==> src/rtl/n_way_arb_mux_if.sv <==
// n_way_arb_mux_if: control, per-channel input and output handshake bundle for n_way_arb_mux
interface n_way_arb_mux_if #(
    parameter int WIDTH = 16,
    parameter int N = 4,
    parameter int SELW = 2
);
    logic clear;
    logic mode;
    logic [SELW-1:0] sel;
    logic [N*WIDTH-1:0] in_data;
    logic [N-1:0] in_valid;
    logic [N-1:0] in_ready;
    logic [WIDTH-1:0] out_data;
    logic [SELW-1:0] out_chan;
    logic out_valid;
    logic out_ready;
    modport master (
        output clear, mode, sel, in_data, in_valid, out_ready,
        input in_ready, out_data, out_chan, out_valid
    );
    modport slave (
        input clear, mode, sel, in_data, in_valid, out_ready,
        output in_ready, out_data, out_chan, out_valid
    );
endinterface

==> src/rtl/n_way_arb_mux.sv <==
// n_way_arb_mux: N-way registered mux, direct select or round-robin, valid/ready on every side
// Defining N_WAY_ARB_MUX_STATS_EN adds the saturating output-transfer counter port xfer_count
module n_way_arb_mux #(
    parameter int WIDTH = 16,
    parameter int N = 4,
    parameter int SELW = 2
) (
    input logic clk,
    input logic reset_n,
    n_way_arb_mux_if.slave bus
`ifdef N_WAY_ARB_MUX_STATS_EN
    ,
    output logic [15:0] xfer_count
`endif
);
    logic [2**SELW-1:0] valid_pad;
    logic [SELW-1:0] rr_ptr;
    logic [SELW-1:0] rr_gnt;
    logic [SELW-1:0] gnt;
    logic [WIDTH-1:0] sel_data;
    logic rr_hit;
    logic grant_valid;
    logic take;
    logic drain;
    // zero-extended valids make any select code >= N read as not valid
    assign valid_pad = (2**SELW)'(bus.in_valid);
    // lowest k wins, so the scan starts just after the last granted channel
    always_comb begin
        int j;
        rr_gnt = '0;
        rr_hit = 1'b0;
        j = 0;
        for (int k = N; k >= 1; k--) begin
            j = int'(rr_ptr) + k;
            j = (j >= N) ? j - N : j;
            if (valid_pad[SELW'(j)]) begin
                rr_hit = 1'b1;
                rr_gnt = SELW'(j);
            end
        end
    end
    assign gnt = bus.mode ? rr_gnt : bus.sel;
    assign grant_valid = bus.mode ? rr_hit : valid_pad[bus.sel];
    assign take = (~bus.out_valid | bus.out_ready) & ~bus.clear & grant_valid;
    assign drain = bus.out_valid & bus.out_ready;
    for (genvar i = 0; i < N; i++) begin : g_ready
        assign bus.in_ready[i] = take & (gnt == SELW'(i));
    end
    always_comb begin
        sel_data = '0;
        for (int i = 0; i < N; i++)
            if (gnt == SELW'(i)) sel_data = bus.in_data[i*WIDTH +: WIDTH];
    end
    always_ff @(posedge clk or negedge reset_n) begin
        if (!reset_n) begin
            bus.out_valid <= 1'b0;
            bus.out_data <= '0;
            bus.out_chan <= '0;
            rr_ptr <= SELW'(N - 1);
        end else if (bus.clear) begin
            bus.out_valid <= 1'b0;
            rr_ptr <= SELW'(N - 1);
        end else if (take) begin
            bus.out_valid <= 1'b1;
            bus.out_data <= sel_data;
            bus.out_chan <= gnt;
            rr_ptr <= gnt;
        end else if (drain) begin
            bus.out_valid <= 1'b0;
        end
    end
`ifdef N_WAY_ARB_MUX_STATS_EN
    always_ff @(posedge clk or negedge reset_n) begin
        if (!reset_n) xfer_count <= '0;
        else if (bus.clear) xfer_count <= '0;
        else if (drain && xfer_count != 16'hFFFF) xfer_count <= xfer_count + 16'd1;
    end
`endif
endmodule

==> src/flat_wrapper.sv <==
// flat-port wrapper written by rule: the top's interface ports become plain ports
module n_way_arb_mux_flat 
#(
    parameter int WIDTH = 16,
    parameter int N = 4,
    parameter int SELW = 2
)
  (clk, reset_n, bus_clear, bus_mode, bus_sel, bus_in_data, bus_in_valid, bus_out_ready, bus_in_ready, bus_out_data, bus_out_chan, bus_out_valid);
  n_way_arb_mux_if #(.WIDTH(WIDTH), .N(N), .SELW(SELW)) bus_i ();
  input logic clk;
  input logic reset_n;
  input wire logic [$bits(bus_i.clear)-1:0] bus_clear;
  input wire logic [$bits(bus_i.mode)-1:0] bus_mode;
  input wire logic [$bits(bus_i.sel)-1:0] bus_sel;
  input wire logic [$bits(bus_i.in_data)-1:0] bus_in_data;
  input wire logic [$bits(bus_i.in_valid)-1:0] bus_in_valid;
  input wire logic [$bits(bus_i.out_ready)-1:0] bus_out_ready;
  output wire logic [$bits(bus_i.in_ready)-1:0] bus_in_ready;
  output wire logic [$bits(bus_i.out_data)-1:0] bus_out_data;
  output wire logic [$bits(bus_i.out_chan)-1:0] bus_out_chan;
  output wire logic [$bits(bus_i.out_valid)-1:0] bus_out_valid;
  assign bus_i.clear = bus_clear;
  assign bus_i.mode = bus_mode;
  assign bus_i.sel = bus_sel;
  assign bus_i.in_data = bus_in_data;
  assign bus_i.in_valid = bus_in_valid;
  assign bus_i.out_ready = bus_out_ready;
  assign bus_in_ready = bus_i.in_ready;
  assign bus_out_data = bus_i.out_data;
  assign bus_out_chan = bus_i.out_chan;
  assign bus_out_valid = bus_i.out_valid;
  n_way_arb_mux #(.WIDTH(WIDTH), .N(N), .SELW(SELW)) u_core (.clk(clk), .reset_n(reset_n), .bus(bus_i));
endmodule
==> config.mk <==
export PLATFORM = sky130hd
export DESIGN_NAME = n_way_arb_mux_flat
export DESIGN_NICKNAME = d
export VERILOG_FILES = /design/src/rtl/n_way_arb_mux_if.sv /design/src/rtl/n_way_arb_mux.sv /design/src/flat_wrapper.sv
export SDC_FILE = /design/constraint.sdc
export NUM_CORES = 1
export LEC_CHECK = 0
export BUFFER_PORTS_ARGS = -buffer_cell sky130_fd_sc_hd__buf_2
export CORE_MARGIN = 8
export CORE_UTILIZATION = 42
export CTS_CLUSTER_SIZE = 10
export DETAILED_ROUTE_END_ITERATION = 8
export GPL_ROUTABILITY_DRIVEN = 1
export PLACE_DENSITY = 0.86
export SETUP_SLACK_MARGIN = 0.02
export SLEW_MARGIN = 25
export SYNTH_ARGS = -nofsm -noshare
export SYNTH_HDL_FRONTEND = slang
export SYNTH_SLANG_ARGS = --single-unit
export TNS_END_PERCENT = 50
==> constraint.sdc <==
create_clock -name clk -period 2.42 [get_ports clk]
set_clock_uncertainty 0.05 [all_clocks]
set_input_delay 0.484 -clock clk [delete_from_list [all_inputs] [get_ports clk]]
set_output_delay 0.484 -clock clk [all_outputs]
set_load 0.1 [all_outputs]
Word-level counts from Yosys, hierarchy flattened:

Index checks and enable logic that the tools add are counted.

* flip-flop bits (word level): 21
* input port bits: 75
* output and inout bits: 23
* word-level logic and storage cells: 75

* add/subtract/negate cells: 8
* order comparisons: 9
* equal/unequal tests: 3
* multiplexer cells: 37
* bitwise logic cells: 10
* reductions and logical operators: 4

Operators by type and width (count)
* $mux 16: 4
* $mux 2: 11
* $mux 1: 17
* $lt 2x4->1 const B: 4
* $bmux 1 s2: 5
* $ge 3x3->1 const B: 3
* $sub 2x1->2 const B: 4
* $and 1x1->1: 7
* $add 2x2->3 const B: 2
* $add 2x3->4 const B: 1
* $eq 2x2->1 const B: 2
* $ge 4x3->1 const B: 1
* $add 2x1->3 const B: 1
* $lt 2x3->1 const B: 1
* $reduce_bool 3->1: 1
* $eq 2x1->1 const B: 1
* $logic_not 2->1: 1
* $not 1->1: 2
* $reduce_and 2->1: 1
* $reduce_bool 2->1: 1
* $or 1x1->1: 1

Logic depth before layout (Yosys ltp):

* word-level depth: 16
* mapped depth: 8
* mapped depth without buffers: 6

Worst setup path after synthesis:

OpenSTA, ideal clock, no wires.

* path type: register to output
* start: register u_core.bus.out_valid
* end: output bus_in_ready[2]
* arrival: 2.929 ns
* required time: 1.886 ns
* path slack: -1.043 ns
* stages on the path, launching flop included: 8
* path buffers: 1
* cells stage by stage: dfrtp_1 > nand2b_1 > nand2b_1 > a21oi_1 > o21a_1 > buf_2 > nand2b_1 > nor2_1

* cells in the longest elaborated chain, start to end: 5

Ends and longest elaborated chain
* start: declaration: line n_way_arb_mux_if.sv:23 `output in_ready, out_data, out_chan, out_valid`
* start signal: assignment: line n_way_arb_mux.sv:56 `bus.out_valid <= 1'b0;`
* start signal: assignment: line n_way_arb_mux.sv:61 `bus.out_valid <= 1'b0;`
* start signal: assignment: line n_way_arb_mux.sv:64 `bus.out_valid <= 1'b1;`
* $not 1->1: line n_way_arb_mux.sv:44 `assign take = (~bus.out_valid | bus.out_ready) & ~bus.clear & grant_valid;`
* $or 1x1->1: line n_way_arb_mux.sv:44
* $and 1x1->1 (2 in a row): line n_way_arb_mux.sv:44
* $and 1x1->1: line n_way_arb_mux.sv:47 `assign bus.in_ready[i] = take & (gnt == SELW'(i));`
* end: declaration: line flat_wrapper.sv:18 `output wire logic [$bits(bus_i.in_ready)-1:0] bus_in_ready;`

No other way between the ends.

Final worst setup path:

* start: register u_core.rr_ptr[1]
* end: output bus_in_ready[2]

* cells in the longest elaborated chain, start to end: 13
* elaborated cells on any way between the ends: 41
* classes of those cells: add/sub: 8; order compare: 4; eq/ne: 1; mux: 26; bitwise: 2

Ends and longest elaborated chain
* start: declaration: line n_way_arb_mux.sv:17 `logic [SELW-1:0] rr_ptr;`
* start signal: assignment: line n_way_arb_mux.sv:59 `rr_ptr <= SELW'(N - 1);`
* start signal: assignment: line n_way_arb_mux.sv:62 `rr_ptr <= SELW'(N - 1);`
* start signal: assignment: line n_way_arb_mux.sv:67 `rr_ptr <= gnt;`
* $add 2x3->4: line n_way_arb_mux.sv:34 `j = int'(rr_ptr) + k;`
* $ge 4x3->1 / $sub 2x1->2 (equally long branches): line n_way_arb_mux.sv:35 `j = (j >= N) ? j - N : j;`
* $mux 2: line n_way_arb_mux.sv:35
* $bmux 1 s2: line n_way_arb_mux.sv:36 `if (valid_pad[SELW'(j)]) begin`
* $mux 1 (implied by the code) (2 in a row): line n_way_arb_mux.sv:36
* $mux 2 / $mux 1 (equally long branches) (4 in a row): line n_way_arb_mux.sv:36
* $mux 2 / $mux 1 (equally long branches): line n_way_arb_mux.sv:42, n_way_arb_mux.sv:43
* $eq 2x2->1 / $and 1x1->1 (equally long branches): line n_way_arb_mux.sv:47, n_way_arb_mux.sv:44
* $and 1x1->1 *: line n_way_arb_mux.sv:47

Every way passes the cells marked *; elsewhere a longest branch is shown, timed or not. The select of a mux whose other input is x is not followed.

==> results.md <==
Synth:
- dfrtp_1 takes more of the synthesized area than any other cell.
- In the post-synthesis netlist, the biggest area contributors are dfrtp_1 32%, mux2i_1 22%, a221oi_2 11%, nor2_1 4.6%, dfstp_2 3.6%.
- After synthesis, the share of flip-flops with an asynchronous set or reset is 100.0%.
- Each instance of the synthesized netlist takes up on average 10.95 um2.
- The post-synth net total is 210.
- The post-synthesis instance area is 1478 um2.
- During synthesis, Yosys emitted a total of 0 warnings.
- The sequential fraction of the synthesis area is 35.73%.
- Counting flops and latches in the post-synthesis netlist gives 21.
- The fraction of synthesized cell area taken by the top area cell type is 32.18%.
- Yosys mapped a number of flops with a built-in enable equal to 0.
- The number of different library cells used by synthesis comes to 36.
- The synthesized instance count is 135.
- For this run, the leading register cell type out of synthesis is dfrtp_1.

STA:
- Setup repair after global routing could not meet its margin everywhere.
- Based on the critical path, the design can be clocked at up to 399.1 MHz.
- The setup total negative slack is -0.2235 ns.
- The count of pins over their slew limit is 0.
- The post-route worst hold slack is 0.06602 ns.
- Headroom to the max-slew limit came out at 62.92%.
- The final-report hold violation count is 0.
- The final worst-path setup slack is -0.08555 ns.
- The pin slew with the least headroom to its limit is 0.5549 ns.
- The number of setup violations in the final report is 4.
- The final critical path takes up 103.5% of the cycle.
- The post-layout minimum cycle time is 2.506 ns.

Cells and area:
- The synthesis-to-finish area growth is 52.84%.
- The net count of the finished layout is 318.
- The finished layout holds 288 standard cells, fillers aside.
- The total inserted antenna cells is 0.
- The share of cells above drive strength 1 is 62.40%.

Clocking:
- The clock slew at the register clock pins of the worst setup and hold paths is 0.12 ns.
- TritonCTS built the clock tree.
- The buffer levels on the longest clock path is 2.
- The root buffer cell chosen for the clock tree is clkbuf_4.
- The worst-skew pair later-pin latency is 0.29 ns.
- After clock tree synthesis, the flow added hold-fix buffers numbering 0.
- The H-tree depth reported by CTS is 1.
- The number of clock buffers added by TritonCTS is 3.
- Clock tree synthesis found a total of 21 sinks.

Die:
- The die outline height is 75.32 um.
- In this run the count of I/O pins placed on the die edge is 98.
- Row generation in the floorplan step produced 21 rows.
- The die span in x is 75.32 um.
- After floorplanning, the core was sized to cover 3363 um2.
- The die covers 5672 um2.
- Once the floorplan was initialized, standard cells occupied 43.94% of the core.

Routing:
- Summed over all layers, the routed wires come to 4.585 mm.
- The number of remaining DRC errors is 0.
- Using the TritonRoute via totals, the vias-per-cell ratio works out to 5.177.
- The first TritonRoute pass finished after 4 iterations.
- The number of vias in the routed layout is 1491.
- For this block, the initial DRC count from the detailed router was 67.
- The count of nets left with antenna violations once routing finished came out at 0.
- In the final routed layout, each cell accounts on average for 15.92 um.

GRT:
- The total routing resource utilization after global routing is 16.86%.
- The via count of the first global-routing pass came to 1620.
- The first global-routing pass estimated 7.383 mm of wire.
- The number of antenna violations at the first check in global routing was 0.
- Entering global routing, the biggest net connects 22 pins.
- The total overflow left after global routing is 0.

Power:
- The power after layout is 0.001840 W.
- The total power per unit cell area is 814.7 nW/um2.
- For this design the static power due to leakage is 1.121 nW.
- The highest ir drop seen on vdd is 0.5738 mV.

Placement:
- The post-detailed-placement half-perimeter wirelength is 3.687 mm.
- Prior to clock tree synthesis, the placed netlist has a worst setup slack of -0.002229 ns.
- Input and output buffers added on the ports amount to 97.
- Routability-driven placement finished with a final weighted congestion of 0.8703.
- Including well taps, the total number of placed cells is 275.

Critical path:
- Data arrives at the worst endpoint at 1.97 ns.
- STA classifies the critical path endpoint as a primary output.
- The critical path is of the flop to primary output type.
- The startpoint class of the critical path is a flop.
- Along the worst path, the maximum fanout reaches 4.
- At the worst endpoint, the required time is 1.89 ns.

Run status:
- The run finished, with violations left.
- The checks that failed: negative setup slack.

Worst hold path:
- The path type of the worst min-delay path is primary input to async pin.

Flow run:
- Across the run, the number of max-cap violations was 0.
==> layout make-up <==
class                   instances  area, um2
inverters                       1      3.754
clock inverters                 1      5.005
repair buffers                112      665.6
flip-flops and latches         21      531.8
clock buffers                   3      22.52
multi-input cells             104      972.2
fillers                       303       1105
well taps                      46      57.56
==> per-stage QoR <==
step | instance area (um2) | utilization, %
final | 2258 | 67.15
after global routing | 2258 | 67.15
after CTS | 2225 | 66.15
after detailed placement | 2098 | 62.39
after global placement | 2098 | 62.39
after floorplan | 1533 | -
==> report_power, final <==
group | total [W] | switching (W) | internal [W]
clock | 0.000168 | 0.000106 | 0.0000616
combinational | 0.00119 | 0.000894 | 0.000296
sequential | 0.000482 | 0.0000445 | 0.000438
==> path summary, 6_finish.rpt <==
check,from,endpoint,slack [ns],cells after the start
worst max-delay path,u_core.rr_ptr[1],bus_in_ready[2],-0.09,8
worst min-delay path,reset_n,u_core.bus.out_data[2],0.07,1
worst max register to register,u_core.rr_ptr[1],u_core.bus.out_data[12],0.20,9
worst min register to register,u_core.bus.out_chan[0],u_core.bus.out_chan[0],0.44,1
max in group asynchronous,reset_n,u_core.bus.out_valid,1.88,1
min in group clk,bus_clear,u_core.rr_ptr[0],0.37,2
==> metal layers <==
layer / routed length [um] / global-route usage (%)
met1: 1839 / 19.42
met2: 2278 / 28.95
met3: 449 / 5.789
met4: 17 / 4.478
met5: 0 / 0
==> layout by cell type, fill, tap and decap left out, types with 4 or more instances in the layout <==
master,synthesis,layout
nor2_4,1,4
buf_2,2,93
dfrtp_1,19,18
nor2_1,18,16
mux2i_1,32,32
buf_4,1,13
a221oi_2,11,11
buf_12,0,4
a221oi_1,5,5
==> state kept, by name, indices dropped and copies added, names as in the netlist <==
| name | cells |
|---|---|
| u_core.bus.out_data | 16 |
| u_core.bus.out_valid | 1 |
| u_core.rr_ptr | 2 |
| u_core.bus.out_chan | 2 |
==> cells in the mapped netlist (3+ instances only) <==
library cell and number:
mux2i_1 32, dfrtp_1 19, nor2_1 18, a221oi_2 11, a21oi_1 5, a221oi_1 5
nand2b_1 5, nand2_1 4, buf_6 3
==> kinds of logic after synthesis <==
group | Yosys count | synth area share [%]
and+or+nand+nor | 36 | 11.77
AOI/OAI and AO/OA | 35 | 23.20
muxes | 33 | 23.20
DFF | 21 | 35.73
buffers and inverters | 10 | 6.096
==> worst max-delay path, cell delays in order, from the launching register on <==
cell	delay (ns)
dfstp_2	0.57
buf_4	0.12
nand2b_4	0.05
a21bo_1	0.19
o2111ai_2	0.11
o21ai_4	0.11
nand2b_4	0.19
nor2_4	0.14
buf_12	0.18
==> what timing repair did <==
item | CTS | global route
pin swaps | 7 | 8
resized for setup | 10 | 3
buffers inserted | 7 | 2
endpoints found under the setup margin | 4 | 19
Power figures use the tool's default switching activity.
